## config.mk

```make
export PLATFORM = sky130hd
export DESIGN_NAME = ex_lsu_issue
export DESIGN_NICKNAME = d
export VERILOG_FILES = /design/src/rtl/ex_lsu_issue.sv
export SDC_FILE = /design/constraint.sdc
export NUM_CORES = 1
export LEC_CHECK = 0
export ABC_AREA = 0
export BUFFER_PORTS_ARGS = -buffer_cell sky130_fd_sc_hd__buf_2
export CORE_MARGIN = 10
export CORE_UTILIZATION = 52
export DETAILED_ROUTE_END_ITERATION = 8
export GPL_TIMING_DRIVEN = 0
export PLACE_DENSITY = 0.86
export SETUP_SLACK_MARGIN = 0.05
export SLEW_MARGIN = 0
export SYNTH_ARGS = -nofsm -noshare
export SYNTH_HDL_FRONTEND = slang
export SYNTH_SLANG_ARGS = --single-unit
```

## constraint.sdc

```tcl
create_clock -name clk -period 5.85 [get_ports clk]
set_input_delay 0.8775 -clock clk [delete_from_list [all_inputs] [get_ports clk]]
set_output_delay 0.8775 -clock clk [all_outputs]
set_load 0.01 [all_outputs]
```

## src/rtl/ex_lsu_issue.sv

```systemverilog
// ex_lsu_issue: execute-stage load/store issuer with aligned address, byte strobes, replicated
// store data, hold-until-accepted memory request and an outstanding-request counter.
// Ports:
//   clk, rst_n (async, active low), flush (kills the held op only)
//   in_*   : op from ID (valid/ready, load, store, ls_type, addr, wdata, dest)
//   mem_*  : request to data memory (valid/ready, wen, addr, wstrb, wdata) and mem_rsp_valid
//   out_*  : completed op to MEM (valid/ready, misalign, offset, ls_type, dest)
//   outstanding : issued-but-unanswered request count
module ex_lsu_issue #(
  parameter int XLEN    = 32,
  parameter int AW      = 32,
  parameter int MAX_OUT = 2
) (
  input  logic              clk,
  input  logic              rst_n,
  input  logic              flush,
  input  logic              in_valid,
  output logic              in_ready,
  input  logic              in_load,
  input  logic              in_store,
  input  logic [2:0]        in_ls_type,
  input  logic [AW-1:0]     in_addr,
  input  logic [XLEN-1:0]   in_wdata,
  input  logic [4:0]        in_dest,
  output logic              mem_req_valid,
  input  logic              mem_req_ready,
  output logic              mem_wen,
  output logic [AW-1:0]     mem_addr,
  output logic [XLEN/8-1:0] mem_wstrb,
  output logic [XLEN-1:0]   mem_wdata,
  input  logic              mem_rsp_valid,
  output logic              out_valid,
  input  logic              out_ready,
  output logic              out_misalign,
  output logic [2:0]        out_offset,
  output logic [2:0]        out_ls_type,
  output logic [4:0]        out_dest,
  output logic [2:0]        outstanding
);
  localparam int STRB = XLEN / 8;
  localparam int OB   = $clog2(STRB);
  typedef enum logic [1:0] {IDLE, ISSUE, DONE} state_t;
  state_t state, state_nx;
  logic            acc, fire, dec, is_mem, st_op, illegal, mis, go_issue;
  logic [1:0]      sz;
  logic [OB-1:0]   o, lowm;
  logic [STRB-1:0] base, strb;
  logic [XLEN-1:0] wdata;
  // Operand decode: access size is ls_type[1:0]; the lane mask is the size-wide
  // base pattern shifted to the naturally aligned slot containing the address.
  always_comb begin
    is_mem   = in_load | in_store;
    st_op    = in_store & ~in_load;
    sz       = in_ls_type[1:0];
    o        = in_addr[OB-1:0];
    lowm     = OB'((1 << sz) - 1);
    illegal  = (in_ls_type == 3'b111) | ((XLEN == 32) & ((in_ls_type == 3'b011) | (in_ls_type == 3'b110)));
    mis      = is_mem & (illegal | ((o & lowm) != '0));
    go_issue = is_mem & ~mis;
    base     = sz == 2'd0 ? STRB'(1) : sz == 2'd1 ? STRB'(3) : sz == 2'd2 ? STRB'(15) : '1;
    strb     = st_op ? base << (o & ~lowm) : '1;
    wdata    = sz == 2'd0 ? {STRB{in_wdata[7:0]}} :
               sz == 2'd1 ? {(STRB/2){in_wdata[15:0]}} :
               sz == 2'd2 ? {(XLEN/32){in_wdata[31:0]}} : in_wdata;
  end
  // flush wins over a same-cycle accept
  assign acc  = in_valid & in_ready & ~flush;
  assign fire = mem_req_valid & mem_req_ready;
  assign dec  = mem_rsp_valid & (outstanding != 3'd0);
  always_ff @(posedge clk or negedge rst_n)
    if (!rst_n) state <= IDLE;
    else state <= state_nx;
  always_comb begin
    state_nx = state;
    case (state)
      IDLE:    state_nx = acc ? (go_issue ? ISSUE : DONE) : IDLE;
      ISSUE:   state_nx = flush ? IDLE : fire ? DONE : ISSUE;
      DONE:    state_nx = flush ? IDLE : acc ? (go_issue ? ISSUE : DONE) : out_ready ? IDLE : DONE;
      default: state_nx = IDLE;
    endcase
  end
  always_comb begin
    in_ready      = (state == IDLE) | ((state == DONE) & out_ready);
    mem_req_valid = (state == ISSUE) & (outstanding < 3'(MAX_OUT));
    out_valid     = state == DONE;
  end
  // A request accepted in a flush cycle is still in flight, so it is counted regardless.
  always_ff @(posedge clk or negedge rst_n)
    if (!rst_n) outstanding <= 3'd0;
    else outstanding <= outstanding + 3'(fire) - 3'(dec);
  always_ff @(posedge clk or negedge rst_n)
    if (!rst_n) begin
      mem_wen      <= 1'b0;
      mem_addr     <= '0;
      mem_wstrb    <= '0;
      mem_wdata    <= '0;
      out_misalign <= 1'b0;
      out_offset   <= 3'd0;
      out_ls_type  <= 3'd0;
      out_dest     <= 5'd0;
    end else if (acc) begin
      mem_wen      <= st_op;
      mem_addr     <= {in_addr[AW-1:OB], {OB{1'b0}}};
      mem_wstrb    <= strb;
      mem_wdata    <= wdata;
      out_misalign <= mis;
      out_offset   <= in_addr[2:0];
      out_ls_type  <= in_ls_type;
      out_dest     <= in_dest;
    end
endmodule

```

# --- After elaboration in Yosys (flattened, before gate mapping) ---
# Index checks and enable logic that the tools add are counted.
word_totals:
  regBits: 84
  in_bits: 81
  output_inout_bits: 87
  elab_cells: 59
classes:
  addsub: 3
  n_lt_le_gt_ge: 1
  eq_ne: 6
  n_shift: 2
  mux: 13
  bitwise: 20
  n_reduce_logical: 4
ops:
  columns: ["operator", "n"]
  rows:
  - ["$mux W32", 2]
  - ["$mux W2", 7]
  - ["$mux W4", 3]
  - ["$and A1 B1 Y1", 9]
  - ["$eq A3 B3 Y1 const B", 2]
  - ["$pmux W2 S3", 1]
  - ["$or A1 B1 Y1", 5]
  - ["$and A2 B2 Y2", 2]
  - ["$eq A2 B1 Y1 const B", 2]
  - ["$logic_not A2 Y1", 2]
  - ["$shl A4 B2 Y4", 1]
  - ["$add A3 B1 Y3", 1]
  - ["$eq A3 B2 Y1 const B", 1]
  - ["$lt A3 B2 Y1 const B", 1]
  - ["$not A1 Y1", 3]
  - ["$reduce_bool A3 Y1", 1]
  - ["$sub A3 B1 Y3", 1]
  - ["$eq A2 B2 Y1 const B", 1]
  - ["$not A2 Y2", 1]
  - ["$reduce_bool A2 Y1", 1]
  - ["$shl A1 B2 Y2 const A", 1]
  - ["$sub A2 B2 Y2 const B", 1]

# --- Longest topological paths before layout ---
depth:
  depth_word: 12
  mapped_depth: 8
  ltp_nobuf: 8

# --- Worst setup path before layout ---
# No wires, ideal clock.
synth_timing:
  path_kind: "input port to flip-flop"
  startpoint: "input port in_ls_type[0]"
  endpoint: "register mem_wstrb[2]"
  setup_time_ns: 0.125
  arrival_time_ns: 2.243
  t_required_ns: 5.725
  path_slack_ns: 3.483
  stages: 7
  path_buffers: 2
  cell_sequence: "clkbuf_1 buf_2 nand2b_1 ha_1 a21oi_1 o21ai_0 mux2_2"
synth_between:
  elab_chain_cells: 6
  word_cells_on_any_way: 10
  classes_between: "add/sub: 1; eq/ne: 1; shift: 2; mux: 3; bitwise: 2; reduce/logical: 1"
synth_rtl:
  columns: ["item", "line_no", "rtl"]
  rows:
  - ["start, declared", "21", "input logic [2:0] in_ls_type,"]
  - ["$shl A1 B2 Y2", "56", "lowm = OB'((1 << sz) - 1);"]
  - ["$sub A2 B2 Y2", "56", null]
  - ["$not A2 Y2", "61", "strb = st_op ? base << (o & ~lowm) : '1;"]
  - ["$and A2 B2 Y2", "61", null]
  - ["$shl A4 B2 Y4 *", "61", null]
  - ["$mux W4 *", "61", null]
  - ["end signal, assigned", "104", "mem_wstrb <= strb;"]
  - ["end, declared", "29", "output logic [XLEN/8-1:0] mem_wstrb,"]
# Mark *: on every way between the ends. The rest lies on a longest branch, timed or not.
# A chain may end at the register's enable or synchronous reset.

# --- Worst setup path after layout ---
# Same ends and word-level chain as after synthesis.

==> impl_metrics.py <==
metrics = {
    "floorplan": {
        "fp.dieW_um": 107,
        "io_pins": 168,
        "rows": 31,
        "die_h_um": 107,
        "dieArea_sq_mm": 0.0115,
        "core_area_sq_mm": 0.00733,
        "start_util_pct": 54.1,
    },
    "synth": {
        "synth_edf_count": 0,
        "synth-seq-area-share_pct": 52.3,
        "async_reset_ff_share_pct": 100,
        "yosys.area.top_type": "dfrtp_1",
        "yosys-top-cells-area": "dfrtp_1 52%, mux2_4 18%, mux2_2 12%",
        "synth_flop_cell": "dfrtp_1",
        "synth.top_cells.by_count": "83 x dfrtp_1, 48 x mux2_4, 43 x mux2_2",
        "synth.top_cell.area_share_pct": 52.3,
        "netlist_area_sq_mm": 0.00397,
        "synth-seq-cells": 83,
        "synth_warnings": 0,
        "ys_types": 38,
        "avgSynthCellArea_sq_um": 14.9,
        "post-synth-top-count-cell": "dfrtp_1",
        "syn_inst": 266,
    },
    "layout": {
        "nFillCells": 549,
        "drive_gt1_share_pct": 64.3,
        "antenna-diode-count": 0,
        "final_cells": 547,
        "fin_area_sq_mm": 0.00519,
        "final_nets": 529,
        "finish.utilization_pct": 70.9,
        "areaGrowthSynthToFinish_pct": 30.9,
    },
    "place": {
        "dp_hpwl_um": 8730,
        "placedCellCount": 531,
        "placed_cell_area_sq_mm": 0.00495,
        "gp_congestion": 0.855,
        "port_buffers": 164,
        "place_ws_ps": 3190,
    },
    "clock_network": {
        "cts_tree": "yes",
        "cts_hold_buf": 0,
        "clkSinkCount": 83,
        "clk_latency_ps": 350,
        "numCtsBuffers": 9,
        "htreeDepth": 3,
        "root_buffer": "clkbuf_8",
        "post_cts_resized": 0,
        "ctsLongestPathBuffers": 2,
        "post-cts-setup-buffer-count": 0,
        "clk_pin_slew_worst_paths_ps": 90,
    },
    "routing": {
        "first_pass_iters": 4,
        "wl_per_cell_um": 20.3,
        "route.vias.total": 2879,
        "drc": 0,
        "drt_iter0_drc": 79,
        "via_per_inst": 5.26,
        "ant_nets": 0,
        "drt-total-wl_um": 11100,
    },
    "power": {
        "powerDensity_mw_per_mm2": 353,
        "p_leak_nw": 2.69,
        "peakVddDrop_v": 0.000206,
    },
    "timing": {
        "final.setup.tns_ps": 0,
        "drv_slew": 0,
        "worst_slack_ps": 3520,
        "slew_headroom_pct": 63.8,
        "hold_viol": 0,
        "fin_skew_ps": 14.3,
        "min_period_ps": 2330,
        "fin_crit_sh_pct": 39.8,
        "tightestPinTransition_ps": 542,
        "rsz0062_at_grt": "no",
        "setup-violations-final": 0,
        "max_freq_mhz": 429,
    },
    "global_route": {
        "grt_pass1_wl_um": 17400,
        "antenna_found_initial": 0,
        "grt_overflow": 0,
        "grt_max_degree": 47,
        "grt_pass1_vias": 3295,
        "grt_usage_pct": 19.0,
    },
    "critical_path": {
        "crit_path_end_kind": "flip-flop",
        "worstPathMaxFanout": 9,
        "cp.arrival_ps": 2570,
        "crit_type": "in -> reg",
        "critPathRequiredTime_ps": 6090,
        "start_kind": "input pin",
    },
    "flow_run": {
        "drv_cap": 0,
    },
    "hold_path": {
        "hp-class": "in -> async",
    },
    "run_status": {
        "run_status": "finished clean",
    },
}
state kept, by name, indices dropped and copies added (netlist names):
name,flops
mem_wdata,32
mem_addr,30
out_dest,5
mem_wstrb,4
out_ls_type,3
outstanding,3
out_offset,2
state,2
mem_wen,1
out_misalign,1
power breakdown:
part | switching, mW | internal (mW)
clock | 0.211 | 0.296
combinational | 0.256 | 0.296
sequential | 0.0729 | 0.701
total | 0.540 | 1.29
through the flow:
step | power [mW] | hold WS [ps]
final | 1.83 | 486
after global routing | 1.93 | 514
after CTS | 1.85 | 486
after detailed placement | 1.34 | 464
after global placement | 1.31 | 457
after floorplan | 1.09 | 518
area by class of cell:
type / instances / area (sq um) / area share (%)
sequential: 83 / 2080 / 40.0
multi-input combinational: 162 / 1700 / 32.8
timing repair buffer: 165 / 851 / 16.4
buffer: 17 / 173 / 3.32
clock buffer: 10 / 138 / 2.65
tap: 99 / 124 / 2.38
clock inverter: 6 / 111 / 2.14
inverter: 5 / 18.8 / 0.361
cells by family after synthesis:
family          Yosys count  synth area share [%]
flops                    83                  52.3
buf+inv                  22                  4.83
compound gates           27                  4.32
xor+xnor                  1                 0.221
fa+ha+maj                 5                  1.77
other cells               1                0.0945
simple gates             28                  4.04
mux                      99                  32.4
critical path, stage by stage:
cell	delay (ps)
clkbuf_1	190
nor2_2	480
inv_1	90
ha_1	340
a21oi_1	200
o21ai_0	110
mux2_2	270
final timing paths:
path / end / start / slack [ps] / cells past startpoint
max: mem_wstrb[2]$_DFFE_PN0N_ / in_ls_type[0] / 3520 / 7
min: out_dest[0]$_DFFE_PN0N_ / rst_n / 490 / 1
max reg2reg: outstanding[2]$_DFF_PN0_ / outstanding[1]$_DFF_PN0_ / 3810 / 8
min reg2reg: mem_wen$_DFFE_PN0N_ / mem_wen$_DFFE_PN0N_ / 490 / 1
max in group asynchronous: mem_wdata[12]$_DFFE_PN0N_ / rst_n / 4770 / 2
min in group clk: mem_wen$_DFFE_PN0N_ / mem_wen$_DFFE_PN0N_ / 490 / 1
layout by cell type, fill, tap and decap left out, types with 2 or more instances in the layout:
cell       Yosys  final
nor3_1         2      2
nor2b_1        3      3
a21o_1         4      4
clkbuf_8       0     10
mux2_2        43     43
buf_2          4    167
or3_1          2      2
nor2_1         2      2
mux2i_1        8      8
o21ai_0       11     11
buf_4          4      5
nand2_1        8      8
buf_12         5      5
a21oi_1        3      3
and2_1         2      2
conb_1         1      2
inv_1          5      5
ha_1           4      4
clkbuf_1       3      3
nand2b_1       2      2
a211oi_1       2      2
mux2_4        48     48
dfrtp_1       83     83
o31ai_1        2      2
bufinv_16      0      3
layer usage:
metal	vias to the layer above	track usage, %	wire length, um
li1	1293	-	-
met1	1412	20.1	4300
met2	155	32.3	5280
met3	19	9.16	1320
met4	0	6.49	183
met5	-	0	0
Power figures use the tool's default switching activity.
